[src/rtl/control_if.sv]
// ----------------------------------------------------------------------------
// control_if
//
// Bundles the decoder's instruction input, the ALU-zero feedback and every
// datapath control output into one interface.
//
// Modports:
//   master - datapath side: drives instruction/alu_zero, receives controls
//   slave  - decoder side (module control): receives instruction/alu_zero,
//            drives controls
//
// Signals:
//   instruction[31:0]  current instruction word
//   alu_zero           ALU result == 0 for the current instruction
//   reg_write          register-file write enable
//   alu_src            ALU operand B select (0 register, 1 imm16)
//   alu_op[2:0]        ALU operation code
//   addr_a/addr_b[4:0] register read port addresses
//   addr_in[4:0]       register write address
//   shamt[4:0]         shift amount (non-zero only for sll/srl)
//   imm16[15:0]        instruction[15:0]
//   addr26[25:0]       instruction[25:0]
//   imm_zext           zero-extend imm16 instead of sign-extend
//   is_jump/is_branch  unconditional / conditional control transfer
//   cond_sel[1:0]      00 none, 01 rs==rt, 10 rs!=rt, 11 z-flag condition
//   tgt_sel[1:0]       00 PC-relative, 01 absolute, 10 port A, 11 memory
//   link               write PC+4 to addr_in
//   mem_read/mem_write data-memory strobes
//   z_ok               the z-conditional instruction's condition holds
//   illegal            undecodable instruction
// ----------------------------------------------------------------------------
interface control_if;
    logic [31:0] instruction;
    logic        alu_zero;
    logic        reg_write;
    logic        alu_src;
    logic [2:0]  alu_op;
    logic [4:0]  addr_a;
    logic [4:0]  addr_b;
    logic [4:0]  addr_in;
    logic [4:0]  shamt;
    logic [15:0] imm16;
    logic [25:0] addr26;
    logic        imm_zext;
    logic        is_jump;
    logic        is_branch;
    logic [1:0]  cond_sel;
    logic [1:0]  tgt_sel;
    logic        link;
    logic        mem_read;
    logic        mem_write;
    logic        z_ok;
    logic        illegal;

    modport master (
        output instruction, alu_zero,
        input  reg_write, alu_src, alu_op, addr_a, addr_b, addr_in, shamt,
               imm16, addr26, imm_zext, is_jump, is_branch, cond_sel,
               tgt_sel, link, mem_read, mem_write, z_ok, illegal
    );

    modport slave (
        input  instruction, alu_zero,
        output reg_write, alu_src, alu_op, addr_a, addr_b, addr_in, shamt,
               imm16, addr26, imm_zext, is_jump, is_branch, cond_sel,
               tgt_sel, link, mem_read, mem_write, z_ok, illegal
    );
endinterface

[src/rtl/control.sv]
// ----------------------------------------------------------------------------
// control
//
// Single-cycle MIPS-variant instruction decoder. Every output except z_ok is
// a pure combinational function of the instruction word. The only state is
// the one-bit zero flag z, loaded from alu_zero on flag-setting instructions
// (R-type ALU ops, shifts, addi, andi, ori) and consumed by the z-conditional
// branches, which see the value from before the current clock edge.
//
// Optional feature macro: CONTROL_ZFLAG_EN
//   defined     - z register and z-conditional branches are implemented
//   not defined - z-conditional encodings decode as illegal, z_ok is 0,
//                 clk/reset/alu_zero are unused
//
// Ports:
//   clk    clock, only the z flag is clocked
//   reset  asynchronous active-high, clears z
//   bus    control_if.slave, instruction in, all decoded controls out
// ----------------------------------------------------------------------------
module control (
    input  logic      clk,
    input  logic      reset,
    control_if.slave  bus
);

    // ALU operation codes
    localparam logic [2:0] OP_ADD = 3'd0;
    localparam logic [2:0] OP_SUB = 3'd1;
    localparam logic [2:0] OP_AND = 3'd2;
    localparam logic [2:0] OP_OR  = 3'd3;
    localparam logic [2:0] OP_NOR = 3'd4;
    localparam logic [2:0] OP_SLT = 3'd5;
    localparam logic [2:0] OP_SLL = 3'd6;
    localparam logic [2:0] OP_SRL = 3'd7;

    localparam logic ALU_SRC_REG   = 1'b0;
    localparam logic ALU_SRC_IMM16 = 1'b1;

    localparam logic [1:0] COND_NONE = 2'b00;
    localparam logic [1:0] COND_EQ   = 2'b01;
    localparam logic [1:0] COND_NE   = 2'b10;
    localparam logic [1:0] COND_Z    = 2'b11;

    localparam logic [1:0] TGT_PCREL = 2'b00;
    localparam logic [1:0] TGT_ABS   = 2'b01;
    localparam logic [1:0] TGT_REG   = 2'b10;
    localparam logic [1:0] TGT_MEM   = 2'b11;

    localparam logic [4:0] LINK_REG = 5'd31;

    // Primary opcodes
    localparam logic [5:0] OPC_RTYPE = 6'h00;
    localparam logic [5:0] OPC_J     = 6'h02;
    localparam logic [5:0] OPC_JAL   = 6'h03;
    localparam logic [5:0] OPC_BEQ   = 6'h04;
    localparam logic [5:0] OPC_BNE   = 6'h05;
    localparam logic [5:0] OPC_ADDI  = 6'h08;
    localparam logic [5:0] OPC_ANDI  = 6'h0C;
    localparam logic [5:0] OPC_ORI   = 6'h0D;
    localparam logic [5:0] OPC_JM    = 6'h12;
    localparam logic [5:0] OPC_JALM  = 6'h13;
    localparam logic [5:0] OPC_BMZ   = 6'h14;
    localparam logic [5:0] OPC_BMN   = 6'h15;
    localparam logic [5:0] OPC_BALMZ = 6'h16;
    localparam logic [5:0] OPC_BALMN = 6'h17;
    localparam logic [5:0] OPC_BZ    = 6'h18;
    localparam logic [5:0] OPC_BN    = 6'h19;
    localparam logic [5:0] OPC_BALZ  = 6'h1A;
    localparam logic [5:0] OPC_BALN  = 6'h1B;
    localparam logic [5:0] OPC_JPC   = 6'h1E;
    localparam logic [5:0] OPC_JALPC = 6'h1F;
    localparam logic [5:0] OPC_LW    = 6'h23;
    localparam logic [5:0] OPC_SW    = 6'h2B;
    localparam logic [5:0] OPC_BEQAL = 6'h2C;
    localparam logic [5:0] OPC_BNEAL = 6'h2D;

    // R-type function codes
    localparam logic [5:0] F_SLL   = 6'h00;
    localparam logic [5:0] F_SRL   = 6'h02;
    localparam logic [5:0] F_JR    = 6'h08;
    localparam logic [5:0] F_JALR  = 6'h09;
    localparam logic [5:0] F_BRZ   = 6'h14;
    localparam logic [5:0] F_BRN   = 6'h15;
    localparam logic [5:0] F_BALRZ = 6'h16;
    localparam logic [5:0] F_BALRN = 6'h17;
    localparam logic [5:0] F_ADD   = 6'h20;
    localparam logic [5:0] F_SUB   = 6'h22;
    localparam logic [5:0] F_AND   = 6'h24;
    localparam logic [5:0] F_OR    = 6'h25;
    localparam logic [5:0] F_NOR   = 6'h27;
    localparam logic [5:0] F_SLT   = 6'h2A;

    logic [5:0] op;
    logic [4:0] rs;
    logic [4:0] rt;
    logic [4:0] rd;
    logic [4:0] sh;
    logic [5:0] funct;

    assign op    = bus.instruction[31:26];
    assign rs    = bus.instruction[25:21];
    assign rt    = bus.instruction[20:16];
    assign rd    = bus.instruction[15:11];
    assign sh    = bus.instruction[10:6];
    assign funct = bus.instruction[5:0];

    assign bus.imm16  = bus.instruction[15:0];
    assign bus.addr26 = bus.instruction[25:0];

    logic       reg_write;
    logic       alu_src;
    logic [2:0] alu_op;
    logic [4:0] addr_a;
    logic [4:0] addr_b;
    logic [4:0] addr_in;
    logic [4:0] shamt;
    logic       imm_zext;
    logic       is_jump;
    logic       is_branch;
    logic [1:0] cond_sel;
    logic [1:0] tgt_sel;
    logic       link;
    logic       mem_read;
    logic       mem_write;
    logic       illegal;
    logic       flag_set;   // instruction loads z from alu_zero
    logic       z_var;      // z-conditional, taken when z==1
    logic       n_var;      // z-conditional, taken when z==0

    always_comb begin
        reg_write = 1'b0;
        alu_src   = ALU_SRC_REG;
        alu_op    = OP_ADD;
        addr_a    = rs;
        addr_b    = rt;
        addr_in   = 5'd0;
        shamt     = 5'd0;
        imm_zext  = 1'b0;
        is_jump   = 1'b0;
        is_branch = 1'b0;
        cond_sel  = COND_NONE;
        tgt_sel   = TGT_PCREL;
        link      = 1'b0;
        mem_read  = 1'b0;
        mem_write = 1'b0;
        illegal   = 1'b0;
        flag_set  = 1'b0;
        z_var     = 1'b0;
        n_var     = 1'b0;

        case (op)
            OPC_RTYPE: begin
                case (funct)
                    F_ADD, F_SUB, F_AND, F_OR, F_NOR, F_SLT: begin
                        reg_write = 1'b1;
                        addr_in   = rd;
                        flag_set  = 1'b1;
                        case (funct)
                            F_SUB:   alu_op = OP_SUB;
                            F_AND:   alu_op = OP_AND;
                            F_OR:    alu_op = OP_OR;
                            F_NOR:   alu_op = OP_NOR;
                            F_SLT:   alu_op = OP_SLT;
                            default: alu_op = OP_ADD;
                        endcase
                    end
                    F_SLL, F_SRL: begin
                        // The shifted operand arrives on port A
                        addr_a    = rt;
                        shamt     = sh;
                        addr_in   = rd;
                        reg_write = 1'b1;
                        flag_set  = 1'b1;
                        alu_op    = (funct == F_SLL) ? OP_SLL : OP_SRL;
                    end
                    F_JR, F_JALR: begin
                        is_jump = 1'b1;
                        tgt_sel = TGT_REG;
                        if (funct == F_JALR) begin
                            link      = 1'b1;
                            reg_write = 1'b1;
                            addr_in   = rd;
                        end
                    end
`ifdef CONTROL_ZFLAG_EN
                    // funct[0] selects the "n" variant, funct[1] the linking one
                    F_BRZ, F_BRN, F_BALRZ, F_BALRN: begin
                        is_branch = 1'b1;
                        cond_sel  = COND_Z;
                        tgt_sel   = TGT_REG;
                        z_var     = ~funct[0];
                        n_var     = funct[0];
                        if (funct[1]) begin
                            link      = 1'b1;
                            reg_write = 1'b1;
                            addr_in   = rd;
                        end
                    end
`endif
                    default: illegal = 1'b1;
                endcase
            end
            OPC_ADDI, OPC_ANDI, OPC_ORI: begin
                alu_src   = ALU_SRC_IMM16;
                addr_in   = rt;
                reg_write = 1'b1;
                flag_set  = 1'b1;
                imm_zext  = (op != OPC_ADDI);
                case (op)
                    OPC_ANDI: alu_op = OP_AND;
                    OPC_ORI:  alu_op = OP_OR;
                    default:  alu_op = OP_ADD;
                endcase
            end
            OPC_LW: begin
                alu_src   = ALU_SRC_IMM16;
                mem_read  = 1'b1;
                reg_write = 1'b1;
                addr_in   = rt;
            end
            OPC_SW: begin
                // Port A carries store data, port B the base address
                addr_a    = rt;
                addr_b    = rs;
                alu_src   = ALU_SRC_IMM16;
                mem_write = 1'b1;
            end
            OPC_BEQ, OPC_BNE, OPC_BEQAL, OPC_BNEAL: begin
                // Equality comes from the datapath comparator; the ALU
                // result is not used for these branches.
                is_branch = 1'b1;
                tgt_sel   = TGT_PCREL;
                alu_op    = OP_SLT;
                cond_sel  = op[0] ? COND_NE : COND_EQ;
                if (op[3]) begin
                    link      = 1'b1;
                    reg_write = 1'b1;
                    addr_in   = LINK_REG;
                end
            end
            OPC_J, OPC_JAL: begin
                is_jump = 1'b1;
                tgt_sel = TGT_ABS;
                if (op[0]) begin
                    link      = 1'b1;
                    reg_write = 1'b1;
                    addr_in   = LINK_REG;
                end
            end
            OPC_JM, OPC_JALM: begin
                is_jump = 1'b1;
                tgt_sel = TGT_MEM;
                alu_src = ALU_SRC_IMM16;
                if (op[0]) begin
                    link      = 1'b1;
                    reg_write = 1'b1;
                    addr_in   = rt;
                end
            end
            OPC_JPC, OPC_JALPC: begin
                is_jump = 1'b1;
                tgt_sel = TGT_PCREL;
                if (op[0]) begin
                    link      = 1'b1;
                    reg_write = 1'b1;
                    addr_in   = rt;
                end
            end
`ifdef CONTROL_ZFLAG_EN
            OPC_BMZ, OPC_BMN, OPC_BALMZ, OPC_BALMN: begin
                is_branch = 1'b1;
                cond_sel  = COND_Z;
                tgt_sel   = TGT_MEM;
                alu_src   = ALU_SRC_IMM16;
                z_var     = ~op[0];
                n_var     = op[0];
                if (op[1]) begin
                    link      = 1'b1;
                    reg_write = 1'b1;
                    addr_in   = rt;
                end
            end
            OPC_BZ, OPC_BN, OPC_BALZ, OPC_BALN: begin
                is_branch = 1'b1;
                cond_sel  = COND_Z;
                tgt_sel   = TGT_ABS;
                z_var     = ~op[0];
                n_var     = op[0];
                if (op[1]) begin
                    link      = 1'b1;
                    reg_write = 1'b1;
                    addr_in   = LINK_REG;
                end
            end
`endif
            default: illegal = 1'b1;
        endcase
    end

    assign bus.reg_write = reg_write;
    assign bus.alu_src   = alu_src;
    assign bus.alu_op    = alu_op;
    assign bus.addr_a    = addr_a;
    assign bus.addr_b    = addr_b;
    assign bus.addr_in   = addr_in;
    assign bus.shamt     = shamt;
    assign bus.imm_zext  = imm_zext;
    assign bus.is_jump   = is_jump;
    assign bus.is_branch = is_branch;
    assign bus.cond_sel  = cond_sel;
    assign bus.tgt_sel   = tgt_sel;
    assign bus.link      = link;
    assign bus.mem_read  = mem_read;
    assign bus.mem_write = mem_write;
    assign bus.illegal   = illegal;

`ifdef CONTROL_ZFLAG_EN
    logic z_reg;

    always_ff @(posedge clk or posedge reset) begin
        if (reset) begin
            z_reg <= 1'b0;
        end else if (flag_set) begin
            z_reg <= bus.alu_zero;
        end
    end

    // Uses the registered flag, i.e. the value before the current edge
    assign bus.z_ok = (z_var & z_reg) | (n_var & ~z_reg);
`else
    logic unused_zflag;
    assign unused_zflag = ^{clk, reset, bus.alu_zero, flag_set, z_var, n_var};
    assign bus.z_ok     = 1'b0;
`endif

endmodule

[src/flat_wrapper.sv]
// flat-port wrapper written by rule: the top's interface ports become plain ports
module control_flat 
  (clk, reset, bus_instruction, bus_alu_zero, bus_reg_write, bus_alu_src, bus_alu_op, bus_addr_a, bus_addr_b, bus_addr_in, bus_shamt, bus_imm16, bus_addr26, bus_imm_zext, bus_is_jump, bus_is_branch, bus_cond_sel, bus_tgt_sel, bus_link, bus_mem_read, bus_mem_write, bus_z_ok, bus_illegal);
  control_if bus_i ();
  input  logic clk;
  input  logic reset;
  input wire logic [$bits(bus_i.instruction)-1:0] bus_instruction;
  input wire logic [$bits(bus_i.alu_zero)-1:0] bus_alu_zero;
  output wire logic [$bits(bus_i.reg_write)-1:0] bus_reg_write;
  output wire logic [$bits(bus_i.alu_src)-1:0] bus_alu_src;
  output wire logic [$bits(bus_i.alu_op)-1:0] bus_alu_op;
  output wire logic [$bits(bus_i.addr_a)-1:0] bus_addr_a;
  output wire logic [$bits(bus_i.addr_b)-1:0] bus_addr_b;
  output wire logic [$bits(bus_i.addr_in)-1:0] bus_addr_in;
  output wire logic [$bits(bus_i.shamt)-1:0] bus_shamt;
  output wire logic [$bits(bus_i.imm16)-1:0] bus_imm16;
  output wire logic [$bits(bus_i.addr26)-1:0] bus_addr26;
  output wire logic [$bits(bus_i.imm_zext)-1:0] bus_imm_zext;
  output wire logic [$bits(bus_i.is_jump)-1:0] bus_is_jump;
  output wire logic [$bits(bus_i.is_branch)-1:0] bus_is_branch;
  output wire logic [$bits(bus_i.cond_sel)-1:0] bus_cond_sel;
  output wire logic [$bits(bus_i.tgt_sel)-1:0] bus_tgt_sel;
  output wire logic [$bits(bus_i.link)-1:0] bus_link;
  output wire logic [$bits(bus_i.mem_read)-1:0] bus_mem_read;
  output wire logic [$bits(bus_i.mem_write)-1:0] bus_mem_write;
  output wire logic [$bits(bus_i.z_ok)-1:0] bus_z_ok;
  output wire logic [$bits(bus_i.illegal)-1:0] bus_illegal;
  assign bus_i.instruction = bus_instruction;
  assign bus_i.alu_zero = bus_alu_zero;
  assign bus_reg_write = bus_i.reg_write;
  assign bus_alu_src = bus_i.alu_src;
  assign bus_alu_op = bus_i.alu_op;
  assign bus_addr_a = bus_i.addr_a;
  assign bus_addr_b = bus_i.addr_b;
  assign bus_addr_in = bus_i.addr_in;
  assign bus_shamt = bus_i.shamt;
  assign bus_imm16 = bus_i.imm16;
  assign bus_addr26 = bus_i.addr26;
  assign bus_imm_zext = bus_i.imm_zext;
  assign bus_is_jump = bus_i.is_jump;
  assign bus_is_branch = bus_i.is_branch;
  assign bus_cond_sel = bus_i.cond_sel;
  assign bus_tgt_sel = bus_i.tgt_sel;
  assign bus_link = bus_i.link;
  assign bus_mem_read = bus_i.mem_read;
  assign bus_mem_write = bus_i.mem_write;
  assign bus_z_ok = bus_i.z_ok;
  assign bus_illegal = bus_i.illegal;
  control u_core (.clk(clk), .reset(reset), .bus(bus_i));
endmodule
[config.mk]
export PLATFORM = sky130hd
export DESIGN_NAME = control_flat
export DESIGN_NICKNAME = d
export VERILOG_FILES = /design/src/rtl/control_if.sv /design/src/rtl/control.sv /design/src/flat_wrapper.sv
export SDC_FILE = /design/constraint.sdc
export NUM_CORES = 1
export LEC_CHECK = 0
export ABC_AREA = 1
export CORE_MARGIN = 5
export CORE_UTILIZATION = 32
export DETAILED_ROUTE_END_ITERATION = 16
export PLACE_DENSITY = 0.86
export SKIP_LAST_GASP = 1
export SLEW_MARGIN = 20
export SYNTH_ARGS = -nofsm -noshare
export SYNTH_HDL_FRONTEND = slang
export SYNTH_SLANG_ARGS = --single-unit
[constraint.sdc]
create_clock -name vclk -period 1.3
set_input_delay 0.26 -clock vclk [all_inputs]
set_output_delay 0.26 -clock vclk [all_outputs]
set_load 0.01 [all_outputs]
[Word-level counts from Yosys, hierarchy flattened]
Index checks and enable logic that the tools add are counted.
Storage, ports and cells
  register bits after elaboration: 0
  input bits: 35
  output and inout port bits: 79
Cells by class
  equal/unequal tests: 25
  muxes and demuxes: 36
  reduce and logical (&&, ||, !) cells: 16
Operators with widths (number)
  $eq 6x6->1 const B: 10
  $mux 5: 8
  $eq 6x4->1 const B: 5
  $pmux 5 s5: 1
  $eq 6x5->1 const B: 4
  $pmux 5 s2: 2
  $eq 6x2->1 const B: 3
  $pmux 3 s5: 1
  $reduce_or 15->1: 1
  $eq 6x3->1 const B: 2
  $logic_not 6->1: 2
  $mux 1: 12
  $reduce_or 4->1: 3
  $reduce_or 6->1: 2
  $reduce_or 10->1: 1
  $pmux 3 s3: 1
  $reduce_or 2->1: 4
  $reduce_or 8->1: 1
  $reduce_or 7->1: 1
  $mux 2: 3
  $ne 6x4->1 const B: 1
  $pmux 1 s2: 3
  $pmux 2 s3: 1
  $pmux 3 s2: 1
  other kinds (4): 4

[Logic depth before layout (Yosys ltp)]
Gate-level depths: netlist (run 1).
  word-level depth: 4
  gate-level depth with buffers: 9

[Least setup slack after synthesis (run 1)]
No wires, ideal clock.
  path kind: input port to output port
  start point: in bus_instruction[5]
  end point: out bus_addr_a[0]
  arrival time: 1051 ps
  data required time: 1040 ps
  slack: -11 ps
  cell stages on the path: 7
  buffers on the path: 0
  path through: nor2_2 > nand2_1 > nor2_1 > nand2_2 > nand2_4 > nand2_1 > o21ai_0
Between the ends
  word-level cells in the longest chain between the ends: 4
RTL lines
  start, declared: RTL line flat_wrapper.sv:7  | input wire logic [$bits(bus_i.instruction)-1:0] bus_instruction;
  $eq 6x2->1 or $logic_not 6->1 (tied branches)
  $reduce_or 2->1 (*)
  $mux 5 (*): RTL line control.sv:153  | case (funct)
  $pmux 5 s2 (*): RTL line control.sv:151  | case (op)
  end, declared: RTL line flat_wrapper.sv:12  | output wire logic [$bits(bus_i.addr_a)-1:0] bus_addr_a;
Every way passes the cells marked *; elsewhere a longest branch is shown, timed or not.

[Final worst setup path (run 1)]
  start point: in bus_instruction[29]
  end point: out bus_addr_in[4]
Between the ends
  word-level cells in the longest chain between the ends: 3
RTL lines
  $eq 6x5->1, or another cell as far along: RTL line control.sv:151
  $reduce_or 4->1 (no line) or $reduce_or 2->1 (tied branches)
  $pmux 5 s5 (*): RTL line control.sv:151
  end, declared: RTL line flat_wrapper.sv:14  | output wire logic [$bits(bus_i.addr_in)-1:0] bus_addr_in;
Marked as above.

==> summary.md, run 1 <==
| Metric | Value |
|---|---|
| Hold path endpoint | `bus_cond_sel[0]` |
| HP Class | `in2out` |
| Synth Cell Area | `around 1200 um2` |
| Min setup slack post-route | `-0.426 ns` |
| PwrDens | `277 nW/um2` |
| Commonest cells in the netlist | `nand2_1, buf_4, nor2_1, nand3_1, inv_1` |
| Leakage | `~0.0015 uW` |
| Hold buffers post-CTS | `0` |
| Max FO, Critical Path | `3` |
| Die height | `70.6 um` |
| Post-route ant nets | `0` |
| Setup TNS | `-7.85 ns` |
| GRT overflow | `0` |
| Total of warnings raised by yosys | `0` |
| Max Freq | `between 500 and 600 MHz` |
| Avg WL per Cell | `17.0 um` |
| Post-route insts no fill | `about 400` |
| Nets | `388` |
| Period utilization | `133%` |
| Status | `finished, violations left` |
| DRT Wirelength | `6770 um` |
| Via count | `2,009` |
| Initial Util | `32.6%` |
| Max IR drop VDD | `0.000215 V` |
| Switch share | `roughly 50%` |
| Drt pass-1 iters | `4` |
| DRC | `0` |
| Worst min-delay path startpoint | `bus_instruction[26]` |
| P&R area growth vs syn | `136%` |
| Seq_cells | `0` |
| Core Util, Final | `76.8%` |
| First-iteration detailed-routing DRC count | `50` |
| Layout cells sized above 1 | `between 60% and 70%` |
| Cell count after synthesis | `226` |
| Initial antenna violation count | `0` |
| Post-DP HPWL | `3830 um` |
| Vias per cell | `~5.0` |
| Failing checks | `setup timing` |
| Register area share after synthesis | `0%` |
| Clk network pwr share | `0%` |
| Largest net degree at the start of global routing | `8` |
| Critical Path RT | `around 1.0 ns` |
| Hold Fails Final Rpt | `0` |
| Dpl cell area | `2290 um2` |
| Pins over their slew limit | `0` |
| Ant. Diodes | `0` |
| Post-synth cell types | `21` |
| Total chip power | `768 uW` |
| Core Region | `between 3000 and 4000 um2` |
| Vias in the first global route | `2,092` |
| Top-count cell post-synth | `nand2_1` |
| Internal Power | `382 uW` |
| Flop pwr share | `0%` |
| Worst Setup End Kind | `primary output` |
| Synth area leader | `buf_4` |
| Setup violations, final | `34` |
| GRT Total Usage | `23.0%` |
| RSZ-0062 raised after global routing | `true` |
| Minimum clock period | `1.73 ns` |
| Row count | `22` |
| Die span in x | `roughly 70 um` |
| # IOs | `114` |
| Layout clock buffer count | `0` |
| Share of the synthesized area in the top cell type | `between 20% and 30%` |
| Reg area | `0 um2` |
| Crit Path Category | `in2out` |
| First-pass GRT wire length | `9560 um` |
| Placer's final routability congestion estimate | `0.843` |
| Dominant cells by area after synthesis | `buf_4, nand2_1, nand3_1` |
| Maximum Capacitance Violations | `0` |
| Syn avg cell area | `5.20 um2` |
| Syn Nets | `261` |
| Number of cells on the worst hold path | `3` |
| Crit start category | `primary input` |
| Die area | `4980 um2` |
| Buffers on Ports | `110` |
| Design area | `2770 um2` |
| Fill count | `247` |
| P_sw | `386 uW` |
| Comb power frac | `100.0%` |
| DP Cell Count | `around 380` |
| Crit path DAT | `1.47 ns` |
[how the worst max path moves through the flow]
stage	from	endpoint	slack, ns
2_1_floorplan	bus_instruction[26]	bus_addr_a[0]	-0.007
6_report	bus_instruction[29]	bus_addr_in[4]	-0.43
3_3_place_gp	bus_instruction[1]	bus_addr_in[4]	-1.05
5_1_grt	bus_instruction[29]	bus_addr_in[4]	-0.55
4_1_cts	bus_instruction[30]	bus_addr_a[2]	-0.26
3_5_place_dp	bus_instruction[30]	bus_addr_in[4]	-1.11
[per-stage QoR]
step                hold slack [ns]  setup WS (ns)
global route                  0.815         -0.554
floorplan                     0.607       -0.00688
detailed placement             1.42          -1.11
global placement               1.42          -1.05
CTS                           0.818         -0.255
finish                        0.806         -0.426
[cell families (layout without fill, tap and decap cells)]
family | Yosys count | count (layout) | synth area share (%)
buf+inv | 75 | 199 | 38.9
simple gates | 132 | 133 | 51.3
other cells | 1 | 1 | 0.319
compound gates | 18 | 18 | 9.48
[layout by cell type, fill, tap and decap left out]
cell             count
clkbuf_2             9
clkdlybuf4s15_2      4
o21ai_4              1
inv_2               10
conb_1               1
o21ai_0              1
o211ai_1             1
clkdlybuf4s15_1      4
buf_4               43
o21ai_2              6
nand2_4              9
buf_8                3
inv_6                1
dlygate4sd2_1       20
nand2_2             20
buf_6               37
nand3_1             18
buf_2               25
buf_12               3
nor2_2              11
nor3_2               2
nor2_1               9
o21ai_1              8
clkdlybuf4s50_1     22
inv_1               16
nor2_4              18
clkbuf_4             1
inv_4                1
or2_2                1
nand2_1             28
nand3_4              7
nand3_2              7
a21oi_1              1
nand4_1              3
[power by group through the flow]
stage	Clock [uW]	Combinational [uW]	Sequential, uW
floorplan	0	289	0
global placement	0	633	0
detailed placement	0	644	0
CTS	0	686	0
global route	0	812	0
finish	0	768	0
[critical path, cell delays in order]
cell,delay (ns)
buf_8,0.11
nor2_4,0.18
buf_6,0.13
nand3_4,0.10
nand2_4,0.11
buf_6,0.11
nand3_1,0.07
nand2_1,0.10
nor2_1,0.08
nand2_1,0.10
buf_6,0.11
[area by class of cell]
cell class / instances / area, um2 / area share (%)
inverters: 28 / 113 / 4.07
repair buffers: 171 / 1500 / 54.2
multi-input cells: 152 / 1090 / 39.5
well taps: 48 / 60.1 / 2.17
[routing by layer]
| layer | GRT usage (%) | vias to the layer above | routed length, um |
|---|---|---|---|
| li1 | - | 926 | - |
| met1 | 22.6 | 919 | 2320 |
| met2 | 46.0 | 121 | 3600 |
| met3 | 3.13 | 43 | 425 |
| met4 | 12.1 | 0 | 418 |
| met5 | 0 | - | 0 |
[what timing repair did]
action,in CTS,in global routing
buffers inserted,19,3
endpoints found under the setup margin,78,46
gates resized for setup,372,81
gates cloned,1,0
endpoints found under the hold margin,0,0
pin swaps,40,18
Power figures use the tool's default switching activity.
==> run 2: changes to the inputs <==
- CORE_MARGIN: 5 -> default
==> summary.md, run 2 (same netlist as run 1, synthesis figures left out) <==
| Metric | Value |
|---|---|
| Status | `finished, violations left (unchanged)` |
| Failing checks | `setup timing (unchanged)` |
| Design area | `2840 um2 (was 2770 um2)` |
| Period utilization | `128% (was 133%)` |
| Setup violations, final | `35 (was 34)` |
| Leakage | `0.00159 uW (was 0.00148 uW)` |
| Vias per cell | `5.14 (was 5.04)` |
| Hold buffers post-CTS | `0 (unchanged)` |
| Initial Util | `34.4% (was 32.6%)` |
| Layout cells sized above 1 | `65.4% (was 62.4%)` |
| Die height | `62.6 um (was 70.6 um)` |
| Post-place setup slack | `-1.08 ns (was -1.11 ns)` |
| DP Cell Count | `379 (was 378)` |
| GRT Total Usage | `27.0% (was 23.0%)` |
| Highest routed metal layer | `met4 (unchanged)` |
| Crit Path Category | `in2out (unchanged)` |
| Placer's final routability congestion estimate | `0.852 (was 0.843)` |
| HP Class | `in2out (unchanged)` |
| Seq_cells | `0 (unchanged)` |
| RSZ-0062 raised after global routing | `true (unchanged)` |
| Vias in the first global route | `1,910 (was 2,092)` |
| Minimum clock period | `1.67 ns (was 1.73 ns)` |
| Post-route ant nets | `0 (unchanged)` |
| Met3 WL post-DR | `439 um (was 425 um)` |
| Post-route insts no fill | `402 (was 399)` |
| Maximum Capacitance Violations | `0 (unchanged)` |
| Largest net degree at the start of global routing | `9 (was 8)` |
| Most frequent cells in the layout | `buf_4, buf_6, buf_2 (was buf_4, buf_6, nand2_1)` |
| Clk network pwr share | `0% (about the same)` |
| Buffers on Ports | `110 (unchanged)` |
| Avg WL per Cell | `16.4 um (was 17.0 um)` |
| Core Region | `3420 um2 (was 3610 um2)` |
| Comb power frac | `100.0% (about the same)` |
| Internal Power | `379 uW (was 382 uW)` |
| Nets | `393 (was 388)` |
| DRT Wirelength | `6580 um (was 6770 um)` |
| Commonest non-fill, non-tap cell in the layout | `buf_4 (unchanged)` |
| DRC | `0 (unchanged)` |
| GRT overflow | `0 (unchanged)` |
| Switch share | `50.5% (was 50.3%)` |
| Ant. Diodes | `0 (unchanged)` |
| Crit path cell chain | `buf_8 > nor2_4 > nand3_1 > o21ai_2 > nand2_2 > buf_4 > nor2_1 > buf_2 (was buf_8 > nor2_4 > buf_6 > nand3_4 > nand2_4 > buf_6 > nand3_1 > nand2_1 > nor2_1 > nand2_1 > buf_6)` |
| Post-DP HPWL | `3440 um (was 3830 um)` |
| Hold path endpoint | `bus_cond_sel[0] (unchanged)` |
| Max Freq | `599 MHz (was 579 MHz)` |
| P&R area growth vs syn | `142% (was 136%)` |
| Pins over their slew limit | `0 (unchanged)` |
| Row count | `21 (was 22)` |
| Dpl cell area | `2330 um2 (was 2290 um2)` |
| First-iteration detailed-routing DRC count | `152 (was 50)` |
| Worst Setup End Kind | `primary output (unchanged)` |
| P_sw | `387 uW (was 386 uW)` |
| Min setup slack post-route | `-0.369 ns (was -0.426 ns)` |
| Flop pwr share | `0% (about the same)` |
| Critical Path Slowest Stage Cell | `nor2_4 (unchanged)` |
| Layout clock buffer count | `0 (unchanged)` |
| Die area | `3920 um2 (was 4980 um2)` |
| PwrDens | `269 nW/um2 (was 277 nW/um2)` |
| Crit path largest cell delay | `0.20 ns (was 0.18 ns)` |
| First-pass GRT wire length | `8710 um (was 9560 um)` |
| Max IR drop VDD | `0.000217 V (was 0.000215 V)` |
| Number of cells on the worst hold path | `3 (unchanged)` |
| Initial antenna violation count | `0 (unchanged)` |
| Worst min-delay path startpoint | `bus_instruction[26] (unchanged)` |
| Via count | `2,068 (was 2,009)` |
| Max FO, Critical Path | `5 (was 3)` |
| # IOs | `114 (unchanged)` |
| Fill count | `201 (was 247)` |
| WL met2 | `3520 um (was 3600 um)` |
| Crit start category | `primary input (unchanged)` |
| Core Util, Final | `83.2% (was 76.8%)` |
| Met1 WL | `2320 um (about the same)` |
| Hold Fails Final Rpt | `0 (unchanged)` |
| Crit path DAT | `1.41 ns (was 1.47 ns)` |
| Die span in x | `62.6 um (was 70.6 um)` |
| Critical Path RT | `1.04 ns (about the same)` |
| Setup TNS | `-8.53 ns (was -7.85 ns)` |
| Reg area | `0 um2 (unchanged)` |
| Drt pass-1 iters | `4 (unchanged)` |
-- run 2: cell count changes in the layout (fill, tap and decap cells not counted), sizes merged --
cell	change
dlygate4sd2	+2
clkbuf	-6
clkdlybuf4s50	-5
dlymetal6s2s	+2
buf	+10
clkdlybuf4s15	+2
-- run 2: critical path: cells and delay by family --
kind / cells / cell delay, ns
compound gates: 1 / 0.09
buf+inv: 3 / 0.45
simple gates: 4 / 0.60
-- run 2: power groups by stage --
stage               sequential (uW)  clock, uW  combinational, uW
floorplan                         0          0                289
global placement                  0          0                642
detailed placement                0          0                649
CTS                               0          0                677
global route                      0          0                804
finish                            0          0                766
-- run 2: cell type report --
cell class | count | area (um2) | area share [%]
timing repair buffer | 176 | 1530 | 53.9
multi-input combinational | 152 | 1140 | 40.1
inverter | 28 | 113 | 3.96
tap | 46 | 57.6 | 2.02
-- run 2: routing by layer --
metal,vias to the layer above,GRT usage (%)
met2,158,54.2
li1,930,-
met3,38,1.64
met4,0,9.88
met5,-,0
met1,942,28.8
-- run 2: per-stage QoR --
step	hold slack [ns]	total power (uW)
finish	0.833	766
detailed placement	1.42	649
global placement	1.42	642
global route	0.833	804
CTS	0.834	677
floorplan	0.607	289
-- run 2: how the worst max path moves through the flow --
stage | startpoint | end | slack, ns | depth (start not counted)
floorplan | bus_instruction[26] | bus_addr_a[0] | -0.007 | 6
global placement | bus_instruction[4] | bus_addr_a[3] | -1.08 | 9
detailed placement | bus_instruction[5] | bus_reg_write | -1.08 | 10
CTS | bus_instruction[27] | bus_addr_in[4] | -0.25 | 11
global route | bus_instruction[31] | bus_cond_sel[1] | -0.41 | 8
finish | bus_instruction[31] | bus_cond_sel[1] | -0.37 | 8
-- run 2: timing repair --
| action | 4_1_cts | 5_1_grt |
|---|---|---|
| endpoints found under the setup margin | 78 | 47 |
| gates resized for setup | 400 | 75 |
| cloned | 2 | 0 |
| pin swaps | 38 | 31 |
| hold endpoints to repair | 0 | 0 |
| buffers inserted | 15 | 11 |
